$ cat src/rtl/vram_arb_pkg.sv
// Shared types and widths for the VRAM arbiter slice.
package vram_arb_pkg;

  localparam int unsigned AddrWidth = 15;
  localparam int unsigned DataWidth = 8;

  // Access sequencer states
  typedef enum logic [1:0] {
    StIdle,
    StIssue,
    StWait,
    StDone
  } arb_state_e;

  // Who owns the access currently in flight
  typedef enum logic {
    OwnUla,
    OwnCpu
  } arb_owner_e;

endpackage

$ cat src/rtl/vram_arb_starve.sv
// Starvation guard: counts ULA grants made while the CPU waits and forces a
// CPU grant once the count reaches STARVE_LIMIT. Used only when the top is
// built with VRAM_ARB_STARVE_EN.
module vram_arb_starve
  import vram_arb_pkg::*;
#(
  parameter int unsigned STARVE_LIMIT = 4
) (
  input  logic clk_sys,
  input  logic nRESET,
  input  logic ula_grant,
  input  logic cpu_grant,
  input  logic cpu_req,
  output logic force_cpu
);

  localparam int unsigned CntW = $clog2(STARVE_LIMIT + 1);
  localparam logic [CntW-1:0] Limit = CntW'(STARVE_LIMIT);

  logic [CntW-1:0] cnt_q, cnt_d;

  // Saturating count of ULA grants that bypassed a waiting CPU
  always_comb begin
    cnt_d = cnt_q;
    if (cpu_grant) begin
      cnt_d = '0;
    end else if (ula_grant && cpu_req && (cnt_q != Limit)) begin
      cnt_d = cnt_q + 1'b1;
    end
  end

  // Counter register
  always_ff @(posedge clk_sys or negedge nRESET) begin
    if (!nRESET) begin
      cnt_q <= '0;
    end else begin
      cnt_q <= cnt_d;
    end
  end

  assign force_cpu = (cnt_q == Limit);

endmodule

$ cat src/rtl/vram_arbiter.sv
// VRAM arbiter: shares the single-port 32 KB video RAM between the ULA fetch
// engine and CPU accesses. One access at a time, ULA has fixed priority.
// Optional starvation guard enabled by defining VRAM_ARB_STARVE_EN.
module vram_arbiter
  import vram_arb_pkg::*;
#(
  parameter int unsigned READ_LAT     = 1,
  parameter int unsigned STARVE_LIMIT = 4
) (
  input  logic                 clk_sys,
  input  logic                 nRESET,
  // ULA fetch port (read only)
  input  logic                 ula_req,
  input  logic [AddrWidth-1:0] ula_addr,
  output logic                 ula_ack,
  output logic [DataWidth-1:0] ula_data,
  // CPU port
  input  logic                 cpu_req,
  input  logic                 cpu_we,
  input  logic [AddrWidth-1:0] cpu_addr,
  input  logic [DataWidth-1:0] cpu_wdata,
  output logic                 cpu_ack,
  output logic [DataWidth-1:0] cpu_rdata,
  // Physical VRAM port
  output logic [AddrWidth-1:0] mem_addr,
  output logic [DataWidth-1:0] mem_wdata,
  output logic                 mem_we,
  input  logic [DataWidth-1:0] mem_dout,
  // CPU waiting or in flight
  output logic                 cpu_pending
);

  // Reads spend READ_LAT-1 cycles in StWait; the counter runs down to zero.
  localparam logic [1:0] WaitInit = (READ_LAT > 1) ? 2'(READ_LAT - 2) : 2'd0;

  arb_state_e             state_q, state_d;
  arb_owner_e             owner_q;
  logic                   we_q;
  logic [1:0]             wait_q, wait_d;
  logic [AddrWidth-1:0]   mem_addr_q;
  logic [DataWidth-1:0]   mem_wdata_q;
  logic [DataWidth-1:0]   ula_data_q;
  logic [DataWidth-1:0]   cpu_rdata_q;
  logic                   pending_q, pending_d;

  logic                   idle;
  logic                   force_cpu;
  logic                   grant_ula;
  logic                   grant_cpu;
  logic                   cpu_rd_done;

  assign idle = (state_q == StIdle);

`ifdef VRAM_ARB_STARVE_EN
  vram_arb_starve #(
    .STARVE_LIMIT (STARVE_LIMIT)
  ) u_starve (
    .clk_sys   (clk_sys),
    .nRESET    (nRESET),
    .ula_grant (grant_ula),
    .cpu_grant (grant_cpu),
    .cpu_req   (cpu_req),
    .force_cpu (force_cpu)
  );
`else
  assign force_cpu = 1'b0;
`endif

  // ULA wins unless the guard is forcing a waiting CPU in
  assign grant_ula = idle && ula_req && !(force_cpu && cpu_req);
  assign grant_cpu = idle && cpu_req && !grant_ula;

  // Next-state sequencing of a single access
  always_comb begin
    state_d = state_q;
    wait_d  = wait_q;
    unique case (state_q)
      StIdle: begin
        if (grant_ula || grant_cpu) begin
          state_d = StIssue;
        end
      end
      StIssue: begin
        if (we_q || (READ_LAT <= 1)) begin
          state_d = StDone;
        end else begin
          state_d = StWait;
          wait_d  = WaitInit;
        end
      end
      StWait: begin
        if (wait_q == 2'd0) begin
          state_d = StDone;
        end else begin
          wait_d = wait_q - 2'd1;
        end
      end
      StDone: begin
        state_d = StIdle;
      end
      default: begin
        state_d = StIdle;
      end
    endcase
  end

  // State and wait counter registers
  always_ff @(posedge clk_sys or negedge nRESET) begin
    if (!nRESET) begin
      state_q <= StIdle;
      wait_q  <= 2'd0;
    end else begin
      state_q <= state_d;
      wait_q  <= wait_d;
    end
  end

  // Latch owner, address, write data and direction at grant time
  always_ff @(posedge clk_sys or negedge nRESET) begin
    if (!nRESET) begin
      owner_q     <= OwnUla;
      we_q        <= 1'b0;
      mem_addr_q  <= '0;
      mem_wdata_q <= '0;
    end else if (grant_ula) begin
      owner_q    <= OwnUla;
      we_q       <= 1'b0;
      mem_addr_q <= ula_addr;
    end else if (grant_cpu) begin
      owner_q     <= OwnCpu;
      we_q        <= cpu_we;
      mem_addr_q  <= cpu_addr;
      mem_wdata_q <= cpu_wdata;
    end
  end

  // Completion decode; data is passed through in the ack cycle, then held
  always_comb begin
    ula_ack     = (state_q == StDone) && (owner_q == OwnUla);
    cpu_ack     = (state_q == StDone) && (owner_q == OwnCpu);
    cpu_rd_done = cpu_ack && !we_q;
    ula_data    = ula_ack ? mem_dout : ula_data_q;
    cpu_rdata   = cpu_rd_done ? mem_dout : cpu_rdata_q;
    mem_we      = (state_q == StIssue) && (owner_q == OwnCpu) && we_q;
    mem_addr    = mem_addr_q;
    mem_wdata   = mem_wdata_q;
  end

  // Hold last read data for each requester
  always_ff @(posedge clk_sys or negedge nRESET) begin
    if (!nRESET) begin
      ula_data_q  <= '0;
      cpu_rdata_q <= '0;
    end else begin
      if (ula_ack) begin
        ula_data_q <= mem_dout;
      end
      if (cpu_rd_done) begin
        cpu_rdata_q <= mem_dout;
      end
    end
  end

  // Pending tracks a CPU request from first sighting in idle until its ack
  always_comb begin
    pending_d = pending_q;
    if (idle) begin
      pending_d = cpu_req;
    end else if (cpu_ack) begin
      pending_d = 1'b0;
    end
  end

  // Pending register
  always_ff @(posedge clk_sys or negedge nRESET) begin
    if (!nRESET) begin
      pending_q <= 1'b0;
    end else begin
      pending_q <= pending_d;
    end
  end

  assign cpu_pending = pending_q | (idle & cpu_req);

endmodule

$ cat config.mk
export PLATFORM = sky130hd
export DESIGN_NAME = vram_arbiter
export DESIGN_NICKNAME = d
export VERILOG_FILES = /design/src/rtl/vram_arb_pkg.sv /design/src/rtl/vram_arb_starve.sv /design/src/rtl/vram_arbiter.sv
export SDC_FILE = /design/constraint.sdc
export NUM_CORES = 1
export LEC_CHECK = 0
export BUFFER_PORTS_ARGS = -buffer_cell sky130_fd_sc_hd__clkbuf_2
export CAP_MARGIN = 10
export CORE_ASPECT_RATIO = 1.25
export CORE_UTILIZATION = 49
export CTS_CLUSTER_DIAMETER = 50
export DETAILED_ROUTE_END_ITERATION = 12
export HOLD_SLACK_MARGIN = 0.02
export PLACE_DENSITY = 0.84
export SLEW_MARGIN = 10
export SYNTH_ARGS = -nofsm -noshare
export SYNTH_HDL_FRONTEND = slang
export SYNTH_HIERARCHICAL = 1
export SYNTH_SLANG_ARGS = --single-unit
$ cat constraint.sdc
create_clock -name clk_sys -period 4.5 [get_ports clk_sys]
set_input_delay 0.9 -clock clk_sys [delete_from_list [all_inputs] [get_ports clk_sys]]
set_output_delay 0.9 -clock clk_sys [all_outputs]
set_load 0.01 [all_outputs]
==> results.cfg <==
[route]
viasPerCell = 4.974
wirelength_um = 4060
dr.pass1.iters = 5
ant_nets = 0
drt-initial-drc-count = 69
vias = 1522
wire_per_inst_um = 13.27
drc = 0

[grt]
grt_pass1_wl_um = 6762
globalRouteOverflowTotal = 0
grt_util_all_layers_pct = 21.03
grt_pass1_vias = 1474
antenna_found_initial = 0
grt_max_degree = 47

[sta]
finClkSkew_ps = 7.219
hold_slack_ps = 480.1
worst_pin_slew_ps = 997.7
fin_crit_sh_pct = 62.79
maxSlewViolCount = 0
tns_ps = 0
final-hold-violation-count = 0
setup_viol = 0
fin_crit_ps = 2826
timing.slew.headroom_pct = 33.49
rsz0062_at_grt = false
fmax_ghz = 0.3539

[worst_setup_path]
cp_slowest_cell = dfrtp_1
crit_chain = ha_1, and2_1, nand2_1, mux2_2, clkbuf_2
rr_worst_depth = 5
path_buf_inv = 1
r2r-start = state_q[0]
cp.required_ps = 3600
crit_end = cpu_rdata[6]
critPathMaxStageDelay_ps = 400
cp.depth = 5
path_class = reg2out
end_kind = primary output
rrSetupSlack_ps = 2650
cp.arrival_ps = 1930
crit_fanout = 8
crit_start = state_q[0]
rr_endpoint = mem_wdata[7]
crit_family = simple AND/OR/NAND/NOR gates
startpoint_type = flop

[power_and_ir_drop]
clock_power_share_pct = 17.0
power_switching_mw = 0.6140
seqPwrFrac_pct = 39.7
pwr-share-comb_pct = 43.4
irDropWorstVdd_uv = 284.3
p_leak_nw = 1.403
p_int_mw = 1.137
power_density_nw_per_um2 = 678.5
switching_share_pct = 35.06

[cells_and_area]
final_area_um2 = 2581
drive_gt1_share_pct = 50.79
diodes = 0
num-fill-cells = 308
fin_util_pct = 67.09
nNetsFinal = 307
area_growth_pct = 29.50

[synth]
avgSynthCellArea_um2 = 12.46
seq_area_frac_synth_pct = 57.75
synth_area_leaders = dfrtp_1 58%, mux2_2 9.6%, a32oi_1 6.6%
synthCells = 160
syn-num-nets = 216
ys_seq_elements = 46
syn_area_um2 = 1993
ys_warn_count = 6
synth_top_area_share_pct = 57.75
yosys.area.top_type = dfrtp_1
synth.distinct_cells = 27

[floorplanning]
core-area_um2 = 3847
io_pins = 94
initial_core_util_pct = 51.80
num_rows = 25
die_h_um = 73.31
die_x_um = 59.05
dieArea_um2 = 4328

[placement]
gp_congestion = 0.7664
dp_hpwl_um = 3026
numPortBuffers = 93
placed_area_um2 = 2472

[cts]
cts_resized = 0
clock_sinks = 46
post_cts_buffers = 0
cts_hold_buffers = 0
clock_path_buffers = 2
htree_levels = 2
tritoncts = built
cts-root-buf = clkbuf_8
cts-buffers-inserted = 5
clk_latency_ps = 300
clkSlewWorstSetupHoldPaths_ps = 80

[hold_path]
min_path_type = reg2reg

[flow_run]
drv_cap = 0

[run_status]
status = complete, no violations
layer usage:
layer	global-route usage, %	part of all wire, %	up-vias
met5	0	0	-
met4	7.937	1.7	0
met3	6.162	8.8	6
met2	33.33	46	83
met1	27.16	44	700
li1	-	-	733
synth_stat cells:
cell       n
and2b_1    1
o21ai_2    1
nand2b_1   4
o22ai_1    1
nand2_1   32
o21a_1     1
a21boi_0   1
buf_4      1
inv_1      6
a32oi_1   15
and2_1     2
mux2_4     8
mux2_2    17
buf_2      6
o21ai_0    2
nand3_1    1
nand2_2    1
dfrtp_1   46
and3_1     1
or2_1      1
mux2i_1    1
clkbuf_2   1
a21oi_1    1
ha_1       5
nor2_1     2
xnor2_1    1
buf_6      1
cells by family (layout without fill, tap and decap cells):
family          count (synthesis)  count (layout)  share of synthesized area (%)
flops                          46              46                          57.75
xor+xnor                        1               1                         0.4395
simple gates                   45              45                          9.856
compound gates                 22              22                          8.852
fa+ha+maj                       5               5                          3.139
buf+inv                        15             107                          3.829
mux                            26              26                          16.13
stage by stage:
stage / instances / worst slack [ps] / power, mW
5_1_grt: 306 / 1547 / 1.890
4_1_cts: 306 / 1636 / 1.771
3_3_place_gp: 298 / 2029 / 1.442
6_report: 306 / 1674 / 1.751
2_1_floorplan: 160 / 2185 / 1.173
3_5_place_dp: 298 / 1975 / 1.470
worst reg2reg max path: cells and delay by family (launching register included):
family	cells	cell delay (ps)
mux	1	380
flops	1	400
buf+inv	1	100
simple gates	2	510
fa+ha+maj	1	340
how the worst min path moves through the flow:
stage	start	endpoint	slack, ps	cells after the start
after floorplan	wait_q[0]	wait_q[0]	450	1
after global placement	mem_addr[11]	mem_addr[11]	460	2
after detailed placement	mem_addr[7]	mem_addr[7]	460	2
after CTS	mem_addr[7]	mem_addr[7]	480	2
after global routing	wait_q[0]	wait_q[0]	490	1
final	mem_addr[11]	mem_addr[11]	480	2
layout by cell type, fill, tap and decap left out, types with 2 or more instances in the layout:
cell type / instances
and2_1: 2
nand2b_1: 4
clkinv_2: 2
nand2_1: 32
o21ai_0: 2
ha_1: 5
clkbuf_2: 92
nor2_1: 2
inv_1: 6
a32oi_1: 15
dfrtp_1: 46
clkbuf_8: 5
mux2_2: 17
mux2_4: 8
flip-flops by register name, indices dropped and copies added, names as in the netlist:
name,flops
mem_addr,15
cpu_rdata_q,8
mem_wdata,8
ula_data_q,8
state_q,2
wait_q,2
owner_q,1
pending_q,1
we_q,1
layout make-up:
| class | instances | area [µm²] | share of cell area (%) |
|---|---|---|---|
| repair buffers | 93 | 465.4 | 18.03 |
| multi-input cells | 99 | 765.7 | 29.67 |
| inverters | 6 | 22.52 | 0.8725 |
| clock inverters | 3 | 40.04 | 1.551 |
| flip-flops and latches | 46 | 1151 | 44.60 |
| well taps | 54 | 67.56 | 2.618 |
| clock buffers | 5 | 68.82 | 2.666 |
power groups by stage:
stage          sequential [mW]  combinational, mW  clock (mW)
3_3_place_gp             0.696              0.746           0
4_1_cts                  0.695              0.771       0.306
6_report                 0.694              0.760       0.297
3_5_place_dp             0.698              0.771           0
2_1_floorplan            0.736              0.438           0
5_1_grt                  0.720              0.848       0.323
Power figures use the tool's default switching activity.
